<file path="config.mk">
export PLATFORM = sky130hd
export DESIGN_NAME = machine_dispatcher
export DESIGN_NICKNAME = d
export VERILOG_FILES = /design/src/rtl/machine_dispatcher.sv
export SDC_FILE = /design/constraint.sdc
export NUM_CORES = 1
export LEC_CHECK = 0
export CAP_MARGIN = 5
export CORE_ASPECT_RATIO = 1.5
export CORE_UTILIZATION = 31
export DETAILED_ROUTE_END_ITERATION = 6
export PLACE_DENSITY = 0.65
export SYNTH_ARGS = -nofsm -noshare
export SYNTH_HDL_FRONTEND = slang
export SYNTH_SLANG_ARGS = --single-unit
</file>
<file path="constraint.sdc">
create_clock -name clk -period 25 [get_ports clk]
set_input_delay 2.5 -clock clk [delete_from_list [all_inputs] [get_ports clk]]
set_output_delay 2.5 -clock clk [all_outputs]
set_load 0.02 [all_outputs]
</file>
<file path="src/rtl/machine_dispatcher.sv">
// Dispatches machine descriptors to NUM_WORKERS solver workers, collects their minima round-robin and reports the sum.
// Optional MACHINE_DISPATCH_UNSOLVABLE_EN: all-ones results are counted as unsolvable instead of summed.
module machine_dispatcher #(
  parameter int MAX_NUM_LIGHTS    = 10,
  parameter int MAX_NUM_BUTTONS   = 13,
  parameter int NUM_WORKERS       = 4,
  parameter int MAX_NUM_PRESSES_W = $clog2(MAX_NUM_BUTTONS+1),
  parameter int SUM_W             = 32
) (
  input  logic                                                    clk,
  input  logic                                                    rst,
  input  logic                                                    in_valid,
  output logic                                                    in_ready,
  input  logic                                                    in_last,
  input  logic [$clog2(MAX_NUM_LIGHTS+1)-1:0]                     in_num_lights,
  input  logic [$clog2(MAX_NUM_BUTTONS+1)-1:0]                    in_num_buttons,
  input  logic [MAX_NUM_BUTTONS*MAX_NUM_LIGHTS-1:0]               in_buttons,
  input  logic [MAX_NUM_LIGHTS-1:0]                               in_target,
  output logic [NUM_WORKERS-1:0]                                  w_start,
  input  logic [NUM_WORKERS-1:0]                                  w_ready,
  output logic [NUM_WORKERS-1:0]                                  w_accepted,
  output logic [NUM_WORKERS*$clog2(MAX_NUM_LIGHTS+1)-1:0]         w_num_lights,
  output logic [NUM_WORKERS*$clog2(MAX_NUM_BUTTONS+1)-1:0]        w_num_buttons,
  output logic [NUM_WORKERS*MAX_NUM_BUTTONS*MAX_NUM_LIGHTS-1:0]   w_buttons,
  output logic [NUM_WORKERS*MAX_NUM_LIGHTS-1:0]                   w_target,
  input  logic [NUM_WORKERS*MAX_NUM_PRESSES_W-1:0]                w_min_presses,
  output logic                                                    total_valid,
  output logic [SUM_W-1:0]                                        total,
  input  logic                                                    total_ack
`ifdef MACHINE_DISPATCH_UNSOLVABLE_EN
  ,
  output logic [15:0]                                             unsolvable_count
`endif
);
  localparam int NL_W  = $clog2(MAX_NUM_LIGHTS+1);
  localparam int NB_W  = $clog2(MAX_NUM_BUTTONS+1);
  localparam int BT_W  = MAX_NUM_BUTTONS*MAX_NUM_LIGHTS;
  localparam int PTR_W = (NUM_WORKERS > 1) ? $clog2(NUM_WORKERS) : 1;

  typedef enum logic [1:0] {S_IDLE, S_RUNNING, S_DRAIN} slot_t;
  typedef enum logic [1:0] {P_ACCEPT, P_DRAINING, P_REPORT} phase_t;

  slot_t            slot [NUM_WORKERS];
  logic             drain_cnt [NUM_WORKERS];
  phase_t           phase;
  logic             armed;
  logic [PTR_W-1:0] rr_ptr;

  logic             any_idle, all_idle, coll_hit, handshake;
  logic [PTR_W-1:0] disp_idx, coll_idx, cand;
  logic [MAX_NUM_PRESSES_W-1:0] coll_res;

  function automatic logic is_unsolvable(input logic [MAX_NUM_PRESSES_W-1:0] res);
`ifdef MACHINE_DISPATCH_UNSOLVABLE_EN
    return &res;
`else
    return 1'b0;
`endif
  endfunction

  function automatic logic [SUM_W-1:0] add_min(input logic [SUM_W-1:0] acc,
                                               input logic [MAX_NUM_PRESSES_W-1:0] res);
    if (is_unsolvable(res))
      return acc;
    return acc + SUM_W'(res);
  endfunction

  // Lowest-index idle slot for dispatch; round-robin search after rr_ptr for collection
  always_comb begin
    any_idle = 1'b0;
    all_idle = 1'b1;
    disp_idx = '0;
    for (int i = NUM_WORKERS-1; i >= 0; i--) begin
      if (slot[i] == S_IDLE) begin
        any_idle = 1'b1;
        disp_idx = PTR_W'(i);
      end else begin
        all_idle = 1'b0;
      end
    end
    coll_hit = 1'b0;
    coll_idx = '0;
    cand     = '0;
    for (int k = 1; k <= NUM_WORKERS; k++) begin
      cand = PTR_W'((int'(rr_ptr) + k) % NUM_WORKERS);
      if (!coll_hit && slot[cand] == S_RUNNING && w_ready[cand]) begin
        coll_hit = 1'b1;
        coll_idx = cand;
      end
    end
  end

  assign coll_res  = w_min_presses[coll_idx*MAX_NUM_PRESSES_W +: MAX_NUM_PRESSES_W];
  // armed keeps in_ready low while rst is held even though every slot reads IDLE
  assign in_ready  = armed && (phase == P_ACCEPT) && any_idle;
  assign handshake = in_valid && in_ready;

  always_ff @(posedge clk or posedge rst) begin
    if (rst) begin
      for (int i = 0; i < NUM_WORKERS; i++) begin
        slot[i]      <= S_IDLE;
        drain_cnt[i] <= 1'b0;
      end
      phase         <= P_ACCEPT;
      armed         <= 1'b0;
      rr_ptr        <= PTR_W'(NUM_WORKERS-1);
      w_start       <= '0;
      w_accepted    <= '0;
      w_num_lights  <= '0;
      w_num_buttons <= '0;
      w_buttons     <= '0;
      w_target      <= '0;
      total         <= '0;
      total_valid   <= 1'b0;
`ifdef MACHINE_DISPATCH_UNSOLVABLE_EN
      unsolvable_count <= '0;
`endif
    end else begin
      armed      <= 1'b1;
      w_start    <= '0;
      w_accepted <= '0;
      for (int i = 0; i < NUM_WORKERS; i++) begin
        if (slot[i] == S_DRAIN) begin
          if (drain_cnt[i])
            slot[i] <= S_IDLE;
          drain_cnt[i] <= ~drain_cnt[i];
        end
      end
      if (handshake) begin
        slot[disp_idx]                       <= S_RUNNING;
        w_start[disp_idx]                    <= 1'b1;
        w_num_lights[disp_idx*NL_W +: NL_W]  <= in_num_lights;
        w_num_buttons[disp_idx*NB_W +: NB_W] <= in_num_buttons;
        w_buttons[disp_idx*BT_W +: BT_W]     <= in_buttons;
        w_target[disp_idx*MAX_NUM_LIGHTS +: MAX_NUM_LIGHTS] <= in_target;
        if (in_last)
          phase <= P_DRAINING;
      end
      if (coll_hit) begin
        slot[coll_idx]       <= S_DRAIN;
        drain_cnt[coll_idx]  <= 1'b0;
        w_accepted[coll_idx] <= 1'b1;
        rr_ptr               <= coll_idx;
        total                <= add_min(total, coll_res);
`ifdef MACHINE_DISPATCH_UNSOLVABLE_EN
        if (is_unsolvable(coll_res) && unsolvable_count != 16'hFFFF)
          unsolvable_count <= unsolvable_count + 16'd1;
`endif
      end
      if (phase == P_DRAINING && all_idle) begin
        phase       <= P_REPORT;
        total_valid <= 1'b1;
      end
      if (phase == P_REPORT && total_ack) begin
        phase       <= P_ACCEPT;
        total_valid <= 1'b0;
        total       <= '0;
`ifdef MACHINE_DISPATCH_UNSOLVABLE_EN
        unsolvable_count <= '0;
`endif
      end
    end
  end
endmodule

</file>
==> run_results.csv <==
group,metric,value,unit
status,status,"complete, no violations",
floorplanning,die_x,264.2,um
timing,tightest_slew,1.297,ns
synth,synth_xor_area_share,0.8492,%
cts,post_cts_buffers,0,
route,dr.pass1.iters,6,
timing,report.final.hold_viol_count,0,
route,drt-initial-drc-count,3242,
route,drtAntennaViolNets,0,
cells_and_area,final_cells,5129,
floorplanning,initial_utilization,31.40,%
global_route,grt.overflow.total,0,
critical_path,end_kind,"flip-flop",
cells_and_area,nets,3944,
synth,synth.area.mux_share,4.098,%
floorplanning,die-height,395.3,um
place,placed_cells,4993,
cts,clk_pin_slew_worst_paths,0.06,ns
synth,synth_top_family_by_area,"compound AO/OA/AOI/OAI gates",
synth,synth_edf_count,0,
global_route,grt_pass1_vias,29810,
floorplanning,rows,143,
cells_and_area,final_cell_mix,"clkdlybuf4s50_1 (806), dfrtp_1 (648), a22o_1 (384)",
timing,grt_setup_unrepaired,"false",
run,cap_violations,0,
timing,relSlewSlack,11.31,%
place,portBuffers,806,
synth,synth-simple-area-share,12.39,%
synth,synth_fp_nets,3282,
synth,synthCells,3095,
critical_path,cp.required,25.46,ns
global_route,grt.total_usage,30.05,%
floorplanning,io_pins,807,
critical_path,crit_buf_inv,4,
global_route,grt_max_degree,98,
synth,async_reset_ff_share,100.0,%
critical_path,crit_family,"buffers and inverters",
global_route,grt_pass1_wl,228200,um
cells_and_area,syn2layout_area_growth,36.08,%
floorplanning,core,101800,um2
synth,synth_compound_area_share,26.70,%
critical_path,worstPathMaxFanout,83,
route,routed_via_density,6.021,
critical_path,cpPeakStageDelay,0.93,ns
synth,ys_seq_elements,650,
cts,cts_tree,"done",
cts,cts_resized,0,
power_and_ir_drop,irDropWorstVdd,0.1298,mV
synth,avgSynthCellArea,10.33,um2
cts,numCtsBuffers,67,
cells_and_area,layout-drive-gt1-share,7.909,%
synth,synth_fa_ha_area_share,0.5714,%
power_and_ir_drop,powerDensity,180.8,nW/um2
cts,cts_root_buffer,"clkbuf_16",
critical_path,criticalPathCategory,"flip-flop to flip-flop",
critical_path,cp-start-kind,"flip-flop",
timing,fin_setup_tns,0,ns
cts,h-tree-depth,3,
route,routedWlPerCell,31.41,um
cts,cts.sinks,650,
cells_and_area,final_common_cell,"clkdlybuf4s50_1",
critical_path,crit_chain,"or2_2 -> buf_4 -> o21ai_4 -> buf_4 -> nand2_4 -> ha_4 -> buf_4 -> buf_4 -> nor2_1 -> nand2_1 -> a2bb2oi_1 -> a41oi_1",
timing,min_period_over_period,25.98,%
cts,cts.path.max_buffers,3,
timing,max_freq,154.0,MHz
floorplanning,dieArea,104400,um2
timing,setup_viol,0,
synth,ys_types,89,
global_route,antenna_found_initial,44,
route,postRouteWirelength,161100,um
synth,netlist_area,31970,um2
power_and_ir_drop,p_leak,18.05,nW
synth,yosys_most_used_dff,"dfrtp_1",
critical_path,path_common_cell,"buf_4",
min_path,hold_class,"flip-flop to flip-flop",
place,routabilityCongestion,0.9112,
place,dp_hpwl,117800,um
timing,fin_skew,0.04984,ns
critical_path,crit_arrival,6.95,ns
route,dr_total_vias,30880,
synth,ys_seq_area_share,50.88,%
route,drcViolationCount,0,
cells_and_area,num-fill-cells,9723,
synth,yosysWarningCount,0,
timing,min_period,6.496,ns
timing,report.final.slew_viol_count,0,
cts,clk_latency,0.67,ns
cts,hold_buffers,0,
critical_path,slowest_stage,"buf_4",
## metrics by stage
step | total power, mW | setup slack [ns] | hold slack [ns] | util [%] | instance area, um2
2_1_floorplan | 4.390 | 4.291 | 0.5099 | - | 31970
3_3_place_gp | 6.729 | 18.14 | 0.4509 | 40.48 | 41210
3_5_place_dp | 6.771 | 18.10 | 0.4589 | 40.48 | 41210
4_1_cts | 7.854 | 18.68 | 0.4728 | 42.69 | 43460
5_1_grt | 8.181 | 18.22 | 0.4895 | 42.73 | 43500
6_report | 7.865 | 18.50 | 0.4697 | 42.73 | 43510
## cell usage after synthesis, types with 14 or more instances
master / count / area (um2)
a211oi_1: 43 / 322.8
a21o_1: 20 / 150.1
a21oi_1: 73 / 365.4
a221oi_1: 28 / 245.2
a22o_1: 384 / 3363
a22oi_1: 83 / 623.1
a2bb2oi_1: 30 / 262.8
a31oi_1: 83 / 519.3
and2_1: 17 / 106.4
buf_1: 15 / 56.30
buf_2: 98 / 490.5
buf_4: 14 / 105.1
clkbuf_1: 175 / 656.9
dfrtp_1: 648 / 16220
inv_1: 21 / 78.83
mux2_2: 17 / 191.4
mux2i_1: 60 / 600.6
mux4_2: 23 / 518.0
nand2_1: 283 / 1062
nand3_1: 33 / 165.2
nand4_1: 19 / 118.9
nor2_1: 282 / 1059
nor2b_1: 20 / 125.1
nor3_1: 97 / 485.5
nor4_1: 25 / 156.4
o211ai_1: 103 / 773.2
o21ai_0: 90 / 450.4
o21ai_1: 14 / 70.07
o22a_1: 29 / 254.0
o31ai_1: 22 / 165.2
or3_1: 16 / 100.1
xnor2_1: 19 / 166.4
## cell families (layout without fill, tap and decap cells)
| logic type | after synthesis | count (layout) |
|---|---|---|
| compound gates | 1104 | 1104 |
| mux | 100 | 100 |
| simple gates | 867 | 867 |
| fa+ha+maj | 14 | 14 |
| flops | 650 | 650 |
| buf+inv | 328 | 1039 |
| xor+xnor | 31 | 31 |
| other cells | 1 | 19 |
## final cells by class
cell class	instances	area, um2	share of cell area [%]
multi-input cells	2117	14450	33.21
repair buffers	899	8766	20.15
clock inverters	28	389.1	0.8944
well taps	1305	1633	3.753
diodes	18	45.04	0.1035
flip-flops and latches	650	16270	37.39
inverters	22	93.84	0.2157
clock buffers	90	1864	4.285
## where the power goes
group          switching (mW)  total [mW]  internal, mW
registers               0.275        1.72          1.44
logic                    3.36        5.08          1.72
clock network           0.470        1.07         0.595
total                    4.10        7.87          3.76
## layer usage
layer | vias to the layer above | wire (um) | global-route usage [%]
met5 | - | 209 | 0
met4 | 28 | 8707 | 16.19
met3 | 378 | 13520 | 7.700
met2 | 1779 | 79420 | 50.78
met1 | 15650 | 59230 | 34.67
li1 | 13050 | - | -
## worst register-to-register path, delay by kind of cell, from the launching register on
| kind | cells | cell delay [ns] |
|---|---|---|
| fa+ha+maj | 1 | 0.77 |
| compound gates | 3 | 0.61 |
| simple gates | 4 | 1.79 |
| buf+inv | 4 | 2.65 |
| flops | 1 | 0.48 |
## path summary, 6_finish.rpt
check / from / to / slack (ns) / cells past startpoint
max: slot[0] / w_buttons[68] / 18.50 / 12
min: w_num_lights[11] / w_num_lights[11] / 0.47 / 2
max reg2reg: slot[0] / w_buttons[68] / 18.50 / 12
min reg2reg: w_num_lights[11] / w_num_lights[11] / 0.47 / 2
max in group asynchronous: rst / w_buttons[410] / 19.76 / 5
min in group asynchronous: rst / w_buttons[201] / 2.36 / 2
## flip-flops by register name, summed over array words and instances (netlist names)
| name | flops |
|---|---|
| armed | 1 |
| drain_cnt | 4 |
| phase | 2 |
| rr_ptr | 2 |
| slot | 8 |
| total | 32 |
| total_valid | 1 |
| w_accepted | 4 |
| w_buttons | 520 |
| w_num_buttons | 16 |
| w_num_lights | 16 |
| w_start | 4 |
| w_target | 40 |
No activity file was read; power rests on OpenSTA's default activity.
